===== src/rtl/elm_neuron_if.sv =====
// Stream-in / weight-read / result-out signal bundle for one ELM hidden neuron.
// The neuron owns the slave side; the memory and stream source sit on the master side.
interface elm_neuron_if #(
    parameter int addressWidth = 10,
    parameter int dataWidth    = 16
);
    logic signed [dataWidth-1:0] myinput;
    logic                        myinputValid;
    logic signed [dataWidth-1:0] bias;
    logic                        wRen;
    logic        [addressWidth:0] wAddr;
    logic signed [dataWidth-1:0] wIn;
    logic signed [dataWidth-1:0] out;
    logic                        outvalid;

    modport slave (
        input  myinput, myinputValid, bias, wIn,
        output wRen, wAddr, out, outvalid
    );

    modport master (
        output myinput, myinputValid, bias, wIn,
        input  wRen, wAddr, out, outvalid
    );
endinterface


===== src/rtl/elm_neuron.sv =====
// ELM hidden-layer neuron: streams activations against a registered weight memory,
// accumulates saturating fixed-point products, then adds bias and applies ReLU.
module elm_neuron #(
    parameter int numWeight    = 784,
    parameter int addressWidth = 10,
    parameter int dataWidth    = 16,
    parameter int fracWidth    = 14
) (
    input  logic          clk,
    input  logic          rst,
    elm_neuron_if.slave   bus
);
    localparam int AW = addressWidth + 1;
    localparam int DW = dataWidth;
    localparam int PW = 2 * dataWidth;
    localparam logic [AW-1:0] LAST_ADDR = AW'(numWeight - 1);
    localparam logic signed [PW-1:0] MAX_W = {{(DW+1){1'b0}}, {(DW-1){1'b1}}};
    localparam logic signed [PW-1:0] MIN_W = {{(DW+1){1'b1}}, {(DW-1){1'b0}}};

    function automatic logic signed [DW-1:0] sat(input logic signed [PW-1:0] v);
        logic signed [DW-1:0] r;
        if (v > MAX_W)
            r = MAX_W[DW-1:0];
        else if (v < MIN_W)
            r = MIN_W[DW-1:0];
        else
            r = v[DW-1:0];
        return r;
    endfunction

    logic [AW-1:0] r_addr;
    logic          beat_first;
    logic          beat_last;

    assign bus.wRen   = bus.myinputValid & ~rst;
    assign bus.wAddr  = r_addr;
    assign beat_first = (r_addr == '0);
    assign beat_last  = (r_addr == LAST_ADDR);

    always_ff @(posedge clk or posedge rst) begin
        if (rst)
            r_addr <= '0;
        else if (bus.myinputValid)
            r_addr <= beat_last ? '0 : r_addr + AW'(1);
    end

    // Stage 1: delay the activation one cycle so it lines up with the memory read data.
    logic signed [DW-1:0] in_d;
    logic                 v1, f1, l1;

    always_ff @(posedge clk or posedge rst) begin
        if (rst) begin
            in_d <= '0;
            v1   <= 1'b0;
            f1   <= 1'b0;
            l1   <= 1'b0;
        end else begin
            in_d <= bus.myinput;
            v1   <= bus.myinputValid;
            f1   <= bus.myinputValid & beat_first;
            l1   <= bus.myinputValid & beat_last;
        end
    end

    // Stage 2: full-precision product, rescaled back to the word format.
    logic signed [PW-1:0] prod;
    logic signed [PW-1:0] prod_shift;
    logic signed [DW-1:0] mul;
    logic                 v2, f2, l2;

    assign prod       = PW'(bus.wIn) * PW'(in_d);
    assign prod_shift = prod >>> fracWidth;

    always_ff @(posedge clk or posedge rst) begin
        if (rst) begin
            mul <= '0;
            v2  <= 1'b0;
            f2  <= 1'b0;
            l2  <= 1'b0;
        end else begin
            mul <= sat(prod_shift);
            v2  <= v1;
            f2  <= f1;
            l2  <= l1;
        end
    end

    // Stage 3: a first-flagged beat reloads, so a new vector never sees the previous sum.
    logic signed [DW-1:0] acc;
    logic signed [PW-1:0] acc_sum;
    logic                 sum_valid;

    assign acc_sum = PW'(acc) + PW'(mul);

    always_ff @(posedge clk or posedge rst) begin
        if (rst) begin
            acc       <= '0;
            sum_valid <= 1'b0;
        end else begin
            if (v2)
                acc <= f2 ? mul : sat(acc_sum);
            sum_valid <= v2 & l2;
        end
    end

    // Stage 4: reads acc in the same cycle a back-to-back vector may reload it.
    logic signed [PW-1:0] bias_sum;
    logic signed [DW-1:0] biased;

    assign bias_sum = PW'(acc) + PW'(bus.bias);
    assign biased   = sat(bias_sum);

    always_ff @(posedge clk or posedge rst) begin
        if (rst) begin
            bus.out      <= '0;
            bus.outvalid <= 1'b0;
        end else begin
            bus.outvalid <= sum_valid;
            if (sum_valid)
                bus.out <= biased[DW-1] ? '0 : biased;
        end
    end
endmodule


===== src/flat_wrapper.sv =====
// flat-port wrapper written by rule: the top's interface ports become plain ports
module elm_neuron_flat 
#(
    parameter int numWeight    = 784,
    parameter int addressWidth = 10,
    parameter int dataWidth    = 16,
    parameter int fracWidth    = 14
)
  (clk, rst, bus_myinput, bus_myinputValid, bus_bias, bus_wIn, bus_wRen, bus_wAddr, bus_out, bus_outvalid);
  elm_neuron_if #(.addressWidth(addressWidth), .dataWidth(dataWidth)) bus_i ();
  input  logic clk;
  input  logic rst;
  input wire logic [$bits(bus_i.myinput)-1:0] bus_myinput;
  input wire logic [$bits(bus_i.myinputValid)-1:0] bus_myinputValid;
  input wire logic [$bits(bus_i.bias)-1:0] bus_bias;
  input wire logic [$bits(bus_i.wIn)-1:0] bus_wIn;
  output wire logic [$bits(bus_i.wRen)-1:0] bus_wRen;
  output wire logic [$bits(bus_i.wAddr)-1:0] bus_wAddr;
  output wire logic [$bits(bus_i.out)-1:0] bus_out;
  output wire logic [$bits(bus_i.outvalid)-1:0] bus_outvalid;
  assign bus_i.myinput = bus_myinput;
  assign bus_i.myinputValid = bus_myinputValid;
  assign bus_i.bias = bus_bias;
  assign bus_i.wIn = bus_wIn;
  assign bus_wRen = bus_i.wRen;
  assign bus_wAddr = bus_i.wAddr;
  assign bus_out = bus_i.out;
  assign bus_outvalid = bus_i.outvalid;
  elm_neuron #(.numWeight(numWeight), .addressWidth(addressWidth), .dataWidth(dataWidth), .fracWidth(fracWidth)) u_core (.clk(clk), .rst(rst), .bus(bus_i));
endmodule

===== config.mk =====
export PLATFORM = sky130hd
export DESIGN_NAME = elm_neuron_flat
export DESIGN_NICKNAME = d
export VERILOG_FILES = /design/src/rtl/elm_neuron_if.sv /design/src/rtl/elm_neuron.sv /design/src/flat_wrapper.sv
export SDC_FILE = /design/constraint.sdc
export NUM_CORES = 1
export LEC_CHECK = 0
export CORE_ASPECT_RATIO = 0.5
export CORE_MARGIN = 10
export CORE_UTILIZATION = 40
export DETAILED_ROUTE_END_ITERATION = 12
export RECOVER_POWER = 100
export SETUP_SLACK_MARGIN = 0.02
export SLEW_MARGIN = 20
export SYNTH_ARGS = -nofsm -noshare
export SYNTH_HDL_FRONTEND = slang
export SYNTH_SLANG_ARGS = --single-unit

===== constraint.sdc =====
create_clock -name clk -period 7.45 [get_ports clk]
set_clock_uncertainty 0.15 [all_clocks]
set_input_delay 1.49 -clock clk [delete_from_list [all_inputs] [get_ports clk]]
set_output_delay 1.49 -clock clk [all_outputs]
set_load 0.05 [all_outputs]

==> results.sh <==
export IMPL_path_clk_slew_ns=0.07
export IMPL_setup_viol=0
export IMPL_initial_core_util=0.4081
export IMPL_worstSetupPathType="in2reg"
export IMPL_syn_num_nets=1936
export IMPL_io_pins=80
export IMPL_cts_htree_levels=3
export IMPL_fmax_ghz=0.1383
export IMPL_grt_antenna_before_repair=1
export IMPL_antennaDiodeCount=0
export IMPL_min_path_type="reg2reg"
export IMPL_nNetsFinal=2129
export IMPL_rsz0062_at_grt="no"
export IMPL_grt_remaining_overflow=0
export IMPL_crit_required_ns=7.56
export IMPL_hpwlAfterDp_um=30190
export IMPL_synth_area_mm2=0.01416
export IMPL_grt_pass1_vias=11060
export IMPL_grtUsageTotal=0.1710
export IMPL_grt_start_max_net_pins=63
export IMPL_final_area_mm2=0.01729
export IMPL_cts_tree="done"
export IMPL_cts_buffers=9
export IMPL_synth_main_ff_cell="dfrtp_1"
export IMPL_critPathLaunchType="input port"
export IMPL_drtIter0Drc=595
export IMPL_viasPerCell=4.834
export IMPL_io_buffer_count=78
export IMPL_die_h_um=153.1
export IMPL_rows=48
export IMPL_max_slew_worst_pin_slew_ns=3.233
export IMPL_dpl_instance_area_mm2=0.01632
export IMPL_clk_latency_ns=0.38
export IMPL_cts_root_buffer_cell="clkbuf_16"
export IMPL_relSlewSlack=-1.155
export IMPL_period_share=0.9707
export IMPL_drv_slew=63
export IMPL_hold_viol_final=0
export IMPL_drcViolationCount=0
export IMPL_die_w_um=286.1
export IMPL_grt_pass1_wl_um=59980
export IMPL_syn_inst=1509
export IMPL_core_mm2=0.03471
export IMPL_crit_path_max_fanout=9
export IMPL_max_cap_viol_count=1
export IMPL_synth_edf_count=0
export IMPL_cts_sinks=82
export IMPL_arrival_ns=7.34
export IMPL_vias=10550
export IMPL_ys_seq_area_frac=0.1449
export IMPL_drtAntennaViolNets=0
export IMPL_drive_above_1_share=0.1617
export IMPL_drt_wl_total_um=37450
export IMPL_yosys_cell_types_count=72
export IMPL_die_area_mm2=0.04380
export IMPL_status="finished with violations"
export IMPL_area_growth_pct=22.06
export IMPL_syn_area_per_cell_um2=9.387
export IMPL_firstDrtPassIters=5
export IMPL_yosysWarnings=0
export IMPL_gp_congestion=0.8720
export IMPL_cp_end_kind="flip-flop"
export IMPL_finalCriticalPeriod_ns=7.232
export IMPL_synth_seq_cells=82
export IMPL_async_reset_ff_frac=1.000
export IMPL_wire_per_inst_um=17.16
export IMPL_clockBufferDepth=2
export IMPL_violations="capacitance limit, slew limit"
-- placed cells by master, fill, tap and decap left out, types with 6 or more instances in the layout --
cell / n
nor2_1: 39
dfrtp_1: 82
o211ai_1: 6
o21bai_1: 8
fa_2: 19
inv_2: 24
inv_1: 325
and2_4: 8
ha_1: 96
a21oi_1: 43
xor2_1: 16
a21o_1: 34
buf_6: 20
dlygate4sd3_1: 47
a21oi_2: 6
o21a_1: 12
dlymetal6s2s_1: 9
nand3_1: 15
nand2b_1: 7
o21ai_0: 24
clkbuf_16: 11
nor3_1: 10
buf_4: 119
fa_1: 244
a31oi_1: 6
o221ai_1: 10
o22ai_1: 15
a211oi_1: 8
and2_1: 115
xnor2_1: 39
clkdlybuf4s50_1: 15
ha_4: 15
nand2_1: 143
-- registers in the layout (all words and copies together) (netlist names), 11 cells and up --
signal            count
u_core.in_d          16
u_core.acc           16
u_core.bus.wAddr     11
u_core.bus.out       15
u_core.mul           16
-- per-layer routing --
metal / up-vias / GRT usage / part of all wire
met5: - / 0 / 0
met4: 0 / 0.03069 / 0.011
met3: 25 / 0.05905 / 0.085
met2: 288 / 0.2421 / 0.41
met1: 5182 / 0.2481 / 0.50
li1: 5052 / - / -
-- worst paths after layout --
path	startpoint	to	slack (ns)	cells after the start
max in group asynchronous	rst	u_core.bus.out[13]$_DFFE_PP0P_	1.92	3
worst min register to register	u_core.f1$_DFF_PP0_	u_core.f2$_DFF_PP0_	0.20	0
worst min-delay path	u_core.f1$_DFF_PP0_	u_core.f2$_DFF_PP0_	0.20	0
min in group asynchronous	rst	u_core.in_d[5]$_DFF_PP0_	1.67	2
worst max-delay path	bus_wIn[4]	u_core.mul[11]$_DFF_PP0_	0.22	24
worst max register to register	u_core.in_d[3]$_DFF_PP0_	u_core.mul[11]$_DFF_PP0_	0.78	20
-- Yosys cell counts (23+ instances only) --
library cell / instances / area, um2
inv_1: 351 / 1318
fa_1: 263 / 5265
nand2_1: 150 / 563.0
and2_1: 124 / 775.7
ha_1: 113 / 1414
dfrtp_1: 82 / 2052
a21oi_1: 47 / 235.2
nor2_1: 40 / 150.1
xnor2_1: 39 / 341.6
clkbuf_1: 37 / 138.9
a21o_1: 33 / 247.7
o21ai_0: 23 / 115.1
-- repair_timing --
| action | CTS | global route |
|---|---|---|
| cloned | 2 | 4 |
| endpoints found under the setup margin | 16 | 16 |
| gates resized for setup | 36 | 111 |
| buffers inserted | 2 | 16 |
| pin swaps | 32 | 114 |
| hold buffers | 0 | 0 |
-- critical path: stages --
cell and delay [ns]:
dlygate4sd2_1 0.25, buf_4 0.18, and2_1 0.18, fa_1 0.50
inv_1 0.05, fa_1 0.48, inv_1 0.07, fa_2 0.56
fa_2 0.45, fa_1 0.54, inv_1 0.05, fa_1 0.53
inv_1 0.04, ha_1 0.21, a21o_1 0.18, a21o_1 0.20
a21oi_2 0.14, o211ai_1 0.15, a21oi_4 0.21, buf_6 0.12
nor2_2 0.03, a21o_1 0.18, a211o_1 0.31, a41o_1 0.24
-- area by class of cell --
cell class / instances / area (um2)
Clock buffer: 9 / 225.2
Clock inverter: 7 / 83.83
Fill cell: 3320 / 17420
Inverter: 351 / 1321
Multi-Input combinational cell: 1032 / 10980
Sequential cell: 82 / 2052
Tap cell: 475 / 594.3
Timing Repair Buffer: 226 / 2028
-- kinds of logic after synthesis --
| group | Yosys count | share of synthesized area |
|---|---|---|
| flops | 82 | 0.1449 |
| fa+ha+maj | 376 | 0.4715 |
| xor+xnor | 56 | 0.03463 |
| buf+inv | 397 | 0.1076 |
| compound gates | 212 | 0.1034 |
| other cells | 1 | 0.0002647 |
| simple gates | 383 | 0.1363 |
| mux | 2 | 0.001502 |
-- per-stage QoR --
step | hold WS [ns] | TNS (ns) | setup slack, ns | util | std cells
after floorplan | 0.1812 | 0 | 0.02045 | - | 1509
after global placement | 0.1850 | -8.746 | -0.6008 | 0.4702 | 2142
after detailed placement | 0.1871 | -10.25 | -0.6873 | 0.4702 | 2142
after CTS | 0.2004 | 0 | 0.01562 | 0.4832 | 2162
after global routing | 0.2053 | 0 | 0.01238 | 0.4981 | 2182
final | 0.1993 | 0 | 0.2185 | 0.4981 | 2182
Power is left out: the tool's default activity adds up to more than one toggle a clock period on the data nets, which glitch-free logic cannot reach.
